[src/rtl/lc3_pkg.sv]
// Shared definitions for the LC-3 PC sequencer.
// Contents:
// - FSM state encoding.
// - Opcode constants.
// - PCMUX and ADDR2MUX encodings.
// - Branch-condition helper.
package lc3_pkg;

  typedef enum logic [3:0] {
    StIdle,
    StF0,
    StF1,
    StF2,
    StDec,
    StBr,
    StJmp,
    StJsr0,
    StJsr1,
    StT0,
    StT1,
    StT2,
    StT3,
    StEx,
    StExw
  } state_e;

  localparam logic [3:0] OP_BR   = 4'b0000;
  localparam logic [3:0] OP_JMP  = 4'b1100;
  localparam logic [3:0] OP_JSR  = 4'b0100;
  localparam logic [3:0] OP_TRAP = 4'b1111;

  localparam logic [1:0] PCMUX_INC   = 2'b00;
  localparam logic [1:0] PCMUX_BUS   = 2'b01;
  localparam logic [1:0] PCMUX_ADDER = 2'b10;
  localparam logic [1:0] PCMUX_HOLD  = 2'b11;

  localparam logic [1:0] ADDR2_ZERO  = 2'b00;
  localparam logic [1:0] ADDR2_OFF9  = 2'b01;
  localparam logic [1:0] ADDR2_OFF11 = 2'b10;

  // A branch is taken when any requested condition code is currently set.
  function automatic logic br_taken(logic [2:0] nzp_req, logic n, logic z, logic p);
    return (nzp_req[2] & n) | (nzp_req[1] & z) | (nzp_req[0] & p);
  endfunction

endpackage

[src/rtl/lc3_pc_sequencer_if.sv]
// Bus between the PC sequencer and the LC-3 datapath and memory.
// Signal groups:
// - Status into the sequencer: run, ir, n/z/p, mem_ready, exec_done.
// - Controls out of the sequencer: exec_start, PC/MAR/MDR/IR/regfile controls, mem_err.
// Modports:
// - master: the sequencer side.
// - slave: the datapath side.
interface lc3_pc_sequencer_if;
  logic        run;
  logic [15:0] ir;
  logic        n;
  logic        z;
  logic        p;
  logic        mem_ready;
  logic        exec_done;

  logic        exec_start;
  logic        LDPC;
  logic [1:0]  PCMUX;
  logic        GatePC;
  logic        LDMAR;
  logic        LDMDR;
  logic        LDIR;
  logic        GateMDR;
  logic        MIO_EN;
  logic        GateMARMUX;
  logic        MARMUX;
  logic        ADDR1MUX;
  logic [1:0]  ADDR2MUX;
  logic        LDREG;
  logic        DR_R7;
  logic        mem_err;

  modport master (
    input  run, ir, n, z, p, mem_ready, exec_done,
    output exec_start, LDPC, PCMUX, GatePC, LDMAR, LDMDR, LDIR, GateMDR, MIO_EN,
           GateMARMUX, MARMUX, ADDR1MUX, ADDR2MUX, LDREG, DR_R7, mem_err
  );

  modport slave (
    output run, ir, n, z, p, mem_ready, exec_done,
    input  exec_start, LDPC, PCMUX, GatePC, LDMAR, LDMDR, LDIR, GateMDR, MIO_EN,
           GateMARMUX, MARMUX, ADDR1MUX, ADDR2MUX, LDREG, DR_R7, mem_err
  );
endinterface

[src/rtl/lc3_mem_wait_timer.sv]
// Memory wait timer shared by the fetch (F1) and TRAP-vector (T2) wait states.
// Ports:
// - clk, reset: clock and synchronous active-high reset.
// - clear: zero the count (asserted whenever not waiting).
// - tick: one more cycle spent waiting without mem_ready.
// - expired: this tick is the MEM_TIMEOUT-th consecutive wait cycle.
module lc3_mem_wait_timer #(
  parameter int unsigned MEM_TIMEOUT = 255
) (
  input  logic clk,
  input  logic reset,
  input  logic clear,
  input  logic tick,
  output logic expired
);

  localparam int unsigned W = $clog2(MEM_TIMEOUT + 1);
  localparam logic [W-1:0] LAST = W'(MEM_TIMEOUT - 1);

  logic [W-1:0] cnt_q;

  // Expiry is flagged on the tick that would bring the count up to MEM_TIMEOUT.
  assign expired = tick && (cnt_q == LAST);

  always_ff @(posedge clk) begin
    if (reset || clear) begin
      cnt_q <= '0;
    end else if (tick && !expired) begin
      cnt_q <= cnt_q + W'(1);
    end
  end

endmodule

[src/rtl/lc3_pc_sequencer.sv]
// Moore control FSM for the LC-3 PC, MAR, MDR, IR and R7-write paths.
// Sequences:
// - Instruction fetch.
// - BR, JMP/RET, JSR/JSRR, TRAP.
// - Any other opcode is handed to the execute unit via exec_start/exec_done.
// Ports:
// - clk, reset: clock and synchronous active-high reset.
// - bus: lc3_pc_sequencer_if.master (status in, datapath controls out).
module lc3_pc_sequencer
  import lc3_pkg::*;
#(
  parameter int unsigned MEM_TIMEOUT = 255
) (
  input logic                  clk,
  input logic                  reset,
  lc3_pc_sequencer_if.master   bus
);

  state_e state_q, state_d;
  logic   mem_err_q, mem_err_d;
  logic   waiting;
  logic   tick;
  logic   expired;

  assign waiting = (state_q == StF1) || (state_q == StT2);
  assign tick    = waiting && !bus.mem_ready;

  lc3_mem_wait_timer #(
    .MEM_TIMEOUT (MEM_TIMEOUT)
  ) u_wait_timer (
    .clk     (clk),
    .reset   (reset),
    .clear   (!waiting),
    .tick    (tick),
    .expired (expired)
  );

  always_ff @(posedge clk) begin
    if (reset) begin
      state_q   <= StIdle;
      mem_err_q <= 1'b0;
    end else begin
      state_q   <= state_d;
      mem_err_q <= mem_err_d;
    end
  end

  // Next state
  always_comb begin
    state_d   = state_q;
    mem_err_d = mem_err_q;
    unique case (state_q)
      StIdle: if (bus.run) state_d = StF0;
      StF0:   state_d = StF1;
      StF1: begin
        if (bus.mem_ready) begin
          state_d = StF2;
        end else if (expired) begin
          state_d   = StIdle;
          mem_err_d = 1'b1;
        end
      end
      StF2:   state_d = StDec;
      StDec: begin
        unique case (bus.ir[15:12])
          OP_BR:   state_d = StBr;
          OP_JMP:  state_d = StJmp;
          OP_JSR:  state_d = StJsr0;
          OP_TRAP: state_d = StT0;
          default: state_d = StEx;
        endcase
      end
      StBr:   state_d = StF0;
      StJmp:  state_d = StF0;
      StJsr0: state_d = StJsr1;
      StJsr1: state_d = StF0;
      StT0:   state_d = StT1;
      StT1:   state_d = StT2;
      StT2: begin
        if (bus.mem_ready) begin
          state_d = StT3;
        end else if (expired) begin
          state_d   = StIdle;
          mem_err_d = 1'b1;
        end
      end
      StT3:   state_d = StF0;
      StEx:   state_d = StExw;
      // exec_done is only looked at here, so a done seen during StEx is ignored.
      StExw:  if (bus.exec_done) state_d = StF0;
      default: state_d = StIdle;
    endcase
  end

  // Outputs: forced to the idle pattern while reset is asserted so nothing
  // (in particular exec_start) escapes in the reset cycle.
  always_comb begin
    bus.exec_start = 1'b0;
    bus.LDPC       = 1'b0;
    bus.PCMUX      = PCMUX_HOLD;
    bus.GatePC     = 1'b0;
    bus.LDMAR      = 1'b0;
    bus.LDMDR      = 1'b0;
    bus.LDIR       = 1'b0;
    bus.GateMDR    = 1'b0;
    bus.MIO_EN     = 1'b0;
    bus.GateMARMUX = 1'b0;
    bus.MARMUX     = 1'b0;
    bus.ADDR1MUX   = 1'b0;
    bus.ADDR2MUX   = ADDR2_ZERO;
    bus.LDREG      = 1'b0;
    bus.DR_R7      = 1'b0;
    bus.mem_err    = mem_err_q && !reset;
    if (!reset) begin
      unique case (state_q)
        StF0: begin
          bus.GatePC = 1'b1;
          bus.LDMAR  = 1'b1;
          bus.LDPC   = 1'b1;
          bus.PCMUX  = PCMUX_INC;
        end
        StF1, StT2: begin
          bus.MIO_EN = 1'b1;
          bus.LDMDR  = bus.mem_ready;
        end
        StF2: begin
          bus.GateMDR = 1'b1;
          bus.LDIR    = 1'b1;
        end
        StBr: begin
          if (br_taken(bus.ir[11:9], bus.n, bus.z, bus.p)) begin
            bus.LDPC     = 1'b1;
            bus.PCMUX    = PCMUX_ADDER;
            bus.ADDR1MUX = 1'b0;
            bus.ADDR2MUX = ADDR2_OFF9;
          end
        end
        StJmp: begin
          bus.LDPC     = 1'b1;
          bus.PCMUX    = PCMUX_ADDER;
          bus.ADDR1MUX = 1'b1;
          bus.ADDR2MUX = ADDR2_ZERO;
        end
        StJsr0, StT1: begin
          bus.GatePC = 1'b1;
          bus.LDREG  = 1'b1;
          bus.DR_R7  = 1'b1;
        end
        StJsr1: begin
          bus.LDPC  = 1'b1;
          bus.PCMUX = PCMUX_ADDER;
          // JSRR R7 reads R7 after StJsr0 wrote it, so it jumps to the return address.
          if (bus.ir[11]) begin
            bus.ADDR1MUX = 1'b0;
            bus.ADDR2MUX = ADDR2_OFF11;
          end else begin
            bus.ADDR1MUX = 1'b1;
            bus.ADDR2MUX = ADDR2_ZERO;
          end
        end
        StT0: begin
          bus.GateMARMUX = 1'b1;
          bus.MARMUX     = 1'b1;
          bus.LDMAR      = 1'b1;
        end
        StT3: begin
          bus.GateMDR = 1'b1;
          bus.LDPC    = 1'b1;
          bus.PCMUX   = PCMUX_BUS;
        end
        StEx: bus.exec_start = 1'b1;
        default: ;
      endcase
    end
  end

endmodule

[src/flat_wrapper.sv]
// flat-port wrapper written by rule: the top's interface ports become plain ports
module lc3_pc_sequencer_flat import lc3_pkg::*;
#(
  parameter int unsigned MEM_TIMEOUT = 255
)
  (clk, reset, bus_run, bus_ir, bus_n, bus_z, bus_p, bus_mem_ready, bus_exec_done, bus_exec_start, bus_LDPC, bus_PCMUX, bus_GatePC, bus_LDMAR, bus_LDMDR, bus_LDIR, bus_GateMDR, bus_MIO_EN, bus_GateMARMUX, bus_MARMUX, bus_ADDR1MUX, bus_ADDR2MUX, bus_LDREG, bus_DR_R7, bus_mem_err);
  lc3_pc_sequencer_if bus_i ();
  input logic clk;
  input logic reset;
  input wire logic [$bits(bus_i.run)-1:0] bus_run;
  input wire logic [$bits(bus_i.ir)-1:0] bus_ir;
  input wire logic [$bits(bus_i.n)-1:0] bus_n;
  input wire logic [$bits(bus_i.z)-1:0] bus_z;
  input wire logic [$bits(bus_i.p)-1:0] bus_p;
  input wire logic [$bits(bus_i.mem_ready)-1:0] bus_mem_ready;
  input wire logic [$bits(bus_i.exec_done)-1:0] bus_exec_done;
  output wire logic [$bits(bus_i.exec_start)-1:0] bus_exec_start;
  output wire logic [$bits(bus_i.LDPC)-1:0] bus_LDPC;
  output wire logic [$bits(bus_i.PCMUX)-1:0] bus_PCMUX;
  output wire logic [$bits(bus_i.GatePC)-1:0] bus_GatePC;
  output wire logic [$bits(bus_i.LDMAR)-1:0] bus_LDMAR;
  output wire logic [$bits(bus_i.LDMDR)-1:0] bus_LDMDR;
  output wire logic [$bits(bus_i.LDIR)-1:0] bus_LDIR;
  output wire logic [$bits(bus_i.GateMDR)-1:0] bus_GateMDR;
  output wire logic [$bits(bus_i.MIO_EN)-1:0] bus_MIO_EN;
  output wire logic [$bits(bus_i.GateMARMUX)-1:0] bus_GateMARMUX;
  output wire logic [$bits(bus_i.MARMUX)-1:0] bus_MARMUX;
  output wire logic [$bits(bus_i.ADDR1MUX)-1:0] bus_ADDR1MUX;
  output wire logic [$bits(bus_i.ADDR2MUX)-1:0] bus_ADDR2MUX;
  output wire logic [$bits(bus_i.LDREG)-1:0] bus_LDREG;
  output wire logic [$bits(bus_i.DR_R7)-1:0] bus_DR_R7;
  output wire logic [$bits(bus_i.mem_err)-1:0] bus_mem_err;
  assign bus_i.run = bus_run;
  assign bus_i.ir = bus_ir;
  assign bus_i.n = bus_n;
  assign bus_i.z = bus_z;
  assign bus_i.p = bus_p;
  assign bus_i.mem_ready = bus_mem_ready;
  assign bus_i.exec_done = bus_exec_done;
  assign bus_exec_start = bus_i.exec_start;
  assign bus_LDPC = bus_i.LDPC;
  assign bus_PCMUX = bus_i.PCMUX;
  assign bus_GatePC = bus_i.GatePC;
  assign bus_LDMAR = bus_i.LDMAR;
  assign bus_LDMDR = bus_i.LDMDR;
  assign bus_LDIR = bus_i.LDIR;
  assign bus_GateMDR = bus_i.GateMDR;
  assign bus_MIO_EN = bus_i.MIO_EN;
  assign bus_GateMARMUX = bus_i.GateMARMUX;
  assign bus_MARMUX = bus_i.MARMUX;
  assign bus_ADDR1MUX = bus_i.ADDR1MUX;
  assign bus_ADDR2MUX = bus_i.ADDR2MUX;
  assign bus_LDREG = bus_i.LDREG;
  assign bus_DR_R7 = bus_i.DR_R7;
  assign bus_mem_err = bus_i.mem_err;
  lc3_pc_sequencer #(.MEM_TIMEOUT(MEM_TIMEOUT)) u_core (.clk(clk), .reset(reset), .bus(bus_i));
endmodule
[config.mk]
export PLATFORM = sky130hd
export DESIGN_NAME = lc3_pc_sequencer_flat
export DESIGN_NICKNAME = d
export VERILOG_FILES = /design/src/rtl/lc3_pkg.sv /design/src/rtl/lc3_pc_sequencer_if.sv /design/src/rtl/lc3_mem_wait_timer.sv /design/src/rtl/lc3_pc_sequencer.sv /design/src/flat_wrapper.sv
export SDC_FILE = /design/constraint.sdc
export NUM_CORES = 1
export LEC_CHECK = 0
export BUFFER_PORTS_ARGS = -buffer_cell sky130_fd_sc_hd__clkbuf_2
export CORE_ASPECT_RATIO = 0.75
export CORE_MARGIN = 2
export CORE_UTILIZATION = 52
export DETAILED_ROUTE_END_ITERATION = 7
export PLACE_DENSITY = 0.95
export RECOVER_POWER = 50
export SYNTH_ARGS = -nofsm -noshare
export SYNTH_HDL_FRONTEND = slang
export SYNTH_SLANG_ARGS = --single-unit
export TNS_END_PERCENT = 20
[constraint.sdc]
create_clock -name clk -period 3.8 [get_ports clk]
set_input_delay 0.38 -clock clk [delete_from_list [all_inputs] [get_ports clk]]
set_output_delay 0.38 -clock clk [all_outputs]
set_load 0.02 [all_outputs]
==> metrics.yaml <==
status:
  status: "finished clean"
timing:
  finalCritPeriodShare_pct: 69.9
  report.final.hold_viol_count: 0
  rsz0062_at_grt: "no"
  setup_viol: 0
  max_freq_mhz: 377
  finalCriticalPeriod_ps: 2660
  slew_headroom_pct: 47.4
  tightest_slew_ps: 788
  setup_ws_ps: 1140
  setup_tns_ps: 0
  fin_skew_ps: 1.17
  finalMaxSlewViolations: 0
yosys:
  ys_seq_elements: 13
  synth_edf_count: 0
  yosys_warnings: 0
  syn_inst: 155
  synth_compound_area_share_pct: 27.2
  synth_area_per_cell_um2: 7.10
  yosys-mux-area-fraction_pct: 0.910
  postSynth.asyncResetShare_pct: 0
  synthAdderAreaFrac_pct: 2.28
  synth_top_family_by_area: "simple AND/OR/NAND/NOR gates"
  synth_ff_type: "dfxtp_1"
  synth-simple-area-share_pct: 35.8
  yosysUniqueCellTypes: 47
  synth_top_cell_area_share_pct: 23.7
  ys_seq_area_share_pct: 23.7
  ys_top_cells_by_area: "dfxtp_1 (24%), a21oi_1 (7.3%), nor2_1 (5.1%)"
  yosysTopAreaCell: "dfxtp_1"
  synth_fp_nets: 181
  synth_xor_area_share_pct: 1.59
  synth_area_um2: 1100
grt:
  grt_max_degree: 25
  grt_usage_pct: 25.7
  grt_pass1_vias: 1144
  antenna_found_initial: 0
  grt_pass1_wl_mm: 5.06
  overflow: 0
route:
  drt_iter0_drc: 83
  ant_nets: 0
  wl_mm: 3.04
  drtPass1Iterations: 5
  vias_per_cell: 6.33
  post-route-drc-count: 0
  num_vias: 1284
  wl_per_cell_um: 15.0
cells_and_area:
  layout_common_cells: "clkbuf_2 (27), a21oi_1 (16), nor2_1 (15)"
  final_area_um2: 1240
  syn2layout_area_growth_pct: 12.6
  final_common_cell: "clkbuf_2"
  postLayoutCoreUtil_pct: 62.0
  n_antenna_cell: 0
  nFillCells: 183
  drive_gt1_share_pct: 19.0
  nets: 206
floorplan:
  die_h_um: 43.8
  ioPinCount: 42
  core_area_um2: 2000
  design.die.area_um2: 2500
  initial_utilization_pct: 55.1
  die_w_um: 57.1
  row_count: 14
placed_design:
  io_buffers: 32
  place_hpwl_mm: 2.28
  pre_cts_ws_ps: 1490
  gp_congestion: 0.854
  post_dp_cell_area_um2: 1220
clock_tree:
  cts_tree: "built"
  clk_pin_slew_ps: 80
  insertion_delay_ps: 270
  clock_sinks: 13
  clock-root-buffer: "clkbuf_4"
  cts_setup_buffers: 0
  numCtsBuffers: 3
  cts_resized: 0
  ctsHoldBuffers: 0
  cts.path.max_buffers: 2
  ctsHtreeMaxLevel: 1
worst_setup_path:
  cp-end-kind: "primary output"
  cp_max_fo: 24
  worstPathArrival_ps: 2280
  crit_required_ps: 3420
  criticalPathCategory: "register to primary output"
  crit_path_start_kind: "register"
min_path:
  hp-class: "input port to register"
power_and_ir_drop:
  finalPower_mw: 0.525
  leakagePower_nw: 0.486
  powerDensity_nw_per_um2: 424
  ir_drop_uv: 299
job:
  maxCapViolations: 0
==> power by group <==
| group | leakage [nW] | switching, mW | internal (mW) |
|---|---|---|---|
| sequential | 0.105 | 0.0520 | 0.148 |
| combinational | 0.365 | 0.154 | 0.0862 |
| clock | 0.0150 | 0.0441 | 0.0407 |
==> routing by layer <==
layer / global-route usage [%] / part of all wire (%)
met5: 0 / 0
met4: 7.91 / 0.99
met3: 6.57 / 6.7
met2: 41.6 / 49
met1: 34.1 / 43
==> flip-flops by register name, indices dropped and copies added, names as in the netlist <==
name                       cells
u_core.mem_err_q               1
u_core.state_q                 4
u_core.u_wait_timer.cnt_q      8
==> cells by family after synthesis <==
| logic type | count (synthesis) |
|---|---|
| AND/OR/NAND/NOR | 73 |
| AO/OA/AOI/OAI | 46 |
| buffers and inverters | 18 |
| flip-flops | 13 |
| XOR/XNOR | 2 |
| adder cells (fa/ha/maj) | 2 |
| multiplexers | 1 |
==> path summary, 6_finish.rpt <==
path	from	endpoint	slack [ps]	cells after the start
hold reg to reg	u_core.mem_err_q	u_core.mem_err_q	480	2
setup reg to reg	u_core.state_q[0]	u_core.u_wait_timer.cnt_q[2]	1750	5
hold / removal	bus_ir[12]	u_core.state_q[2]	430	3
setup / recovery	u_core.state_q[0]	bus_LDMDR	1140	5
==> layout make-up <==
class | count | area, um2 | share of cell area (%)
Sequential cell | 13 | 260 | 21.0
Tap cell | 24 | 30.0 | 2.42
Inverter | 6 | 22.5 | 1.82
Clock buffer | 4 | 26.3 | 2.12
Multi-Input combinational cell | 124 | 746 | 60.2
Timing Repair Buffer | 32 | 154 | 12.4
==> cells in the mapped netlist (3+ instances only) <==
library cell and n:
dfxtp_1 13, clkbuf_1 4, inv_1 6, buf_2 3, nand2_1 13, nor2b_1 8
and4b_1 3, o21ai_0 8, nand2b_1 5, a31oi_1 3, nor3_1 7, nor2_1 15
nand3_1 7, a21oi_1 16
==> critical path, stage by stage, from the launching register on <==
cell,delay (ps)
dfxtp_1,840
xor2_1,180
or3_1,470
inv_1,200
and2_1,150
clkbuf_2,160
==> through the flow <==
step | hold WS (ps) | std cells
after floorplan | 429 | 155
after global placement | 449 | 199
after detailed placement | 449 | 199
after CTS | 421 | 203
after global routing | 463 | 203
final | 427 | 203
No activity file was read; power rests on OpenSTA's default activity.
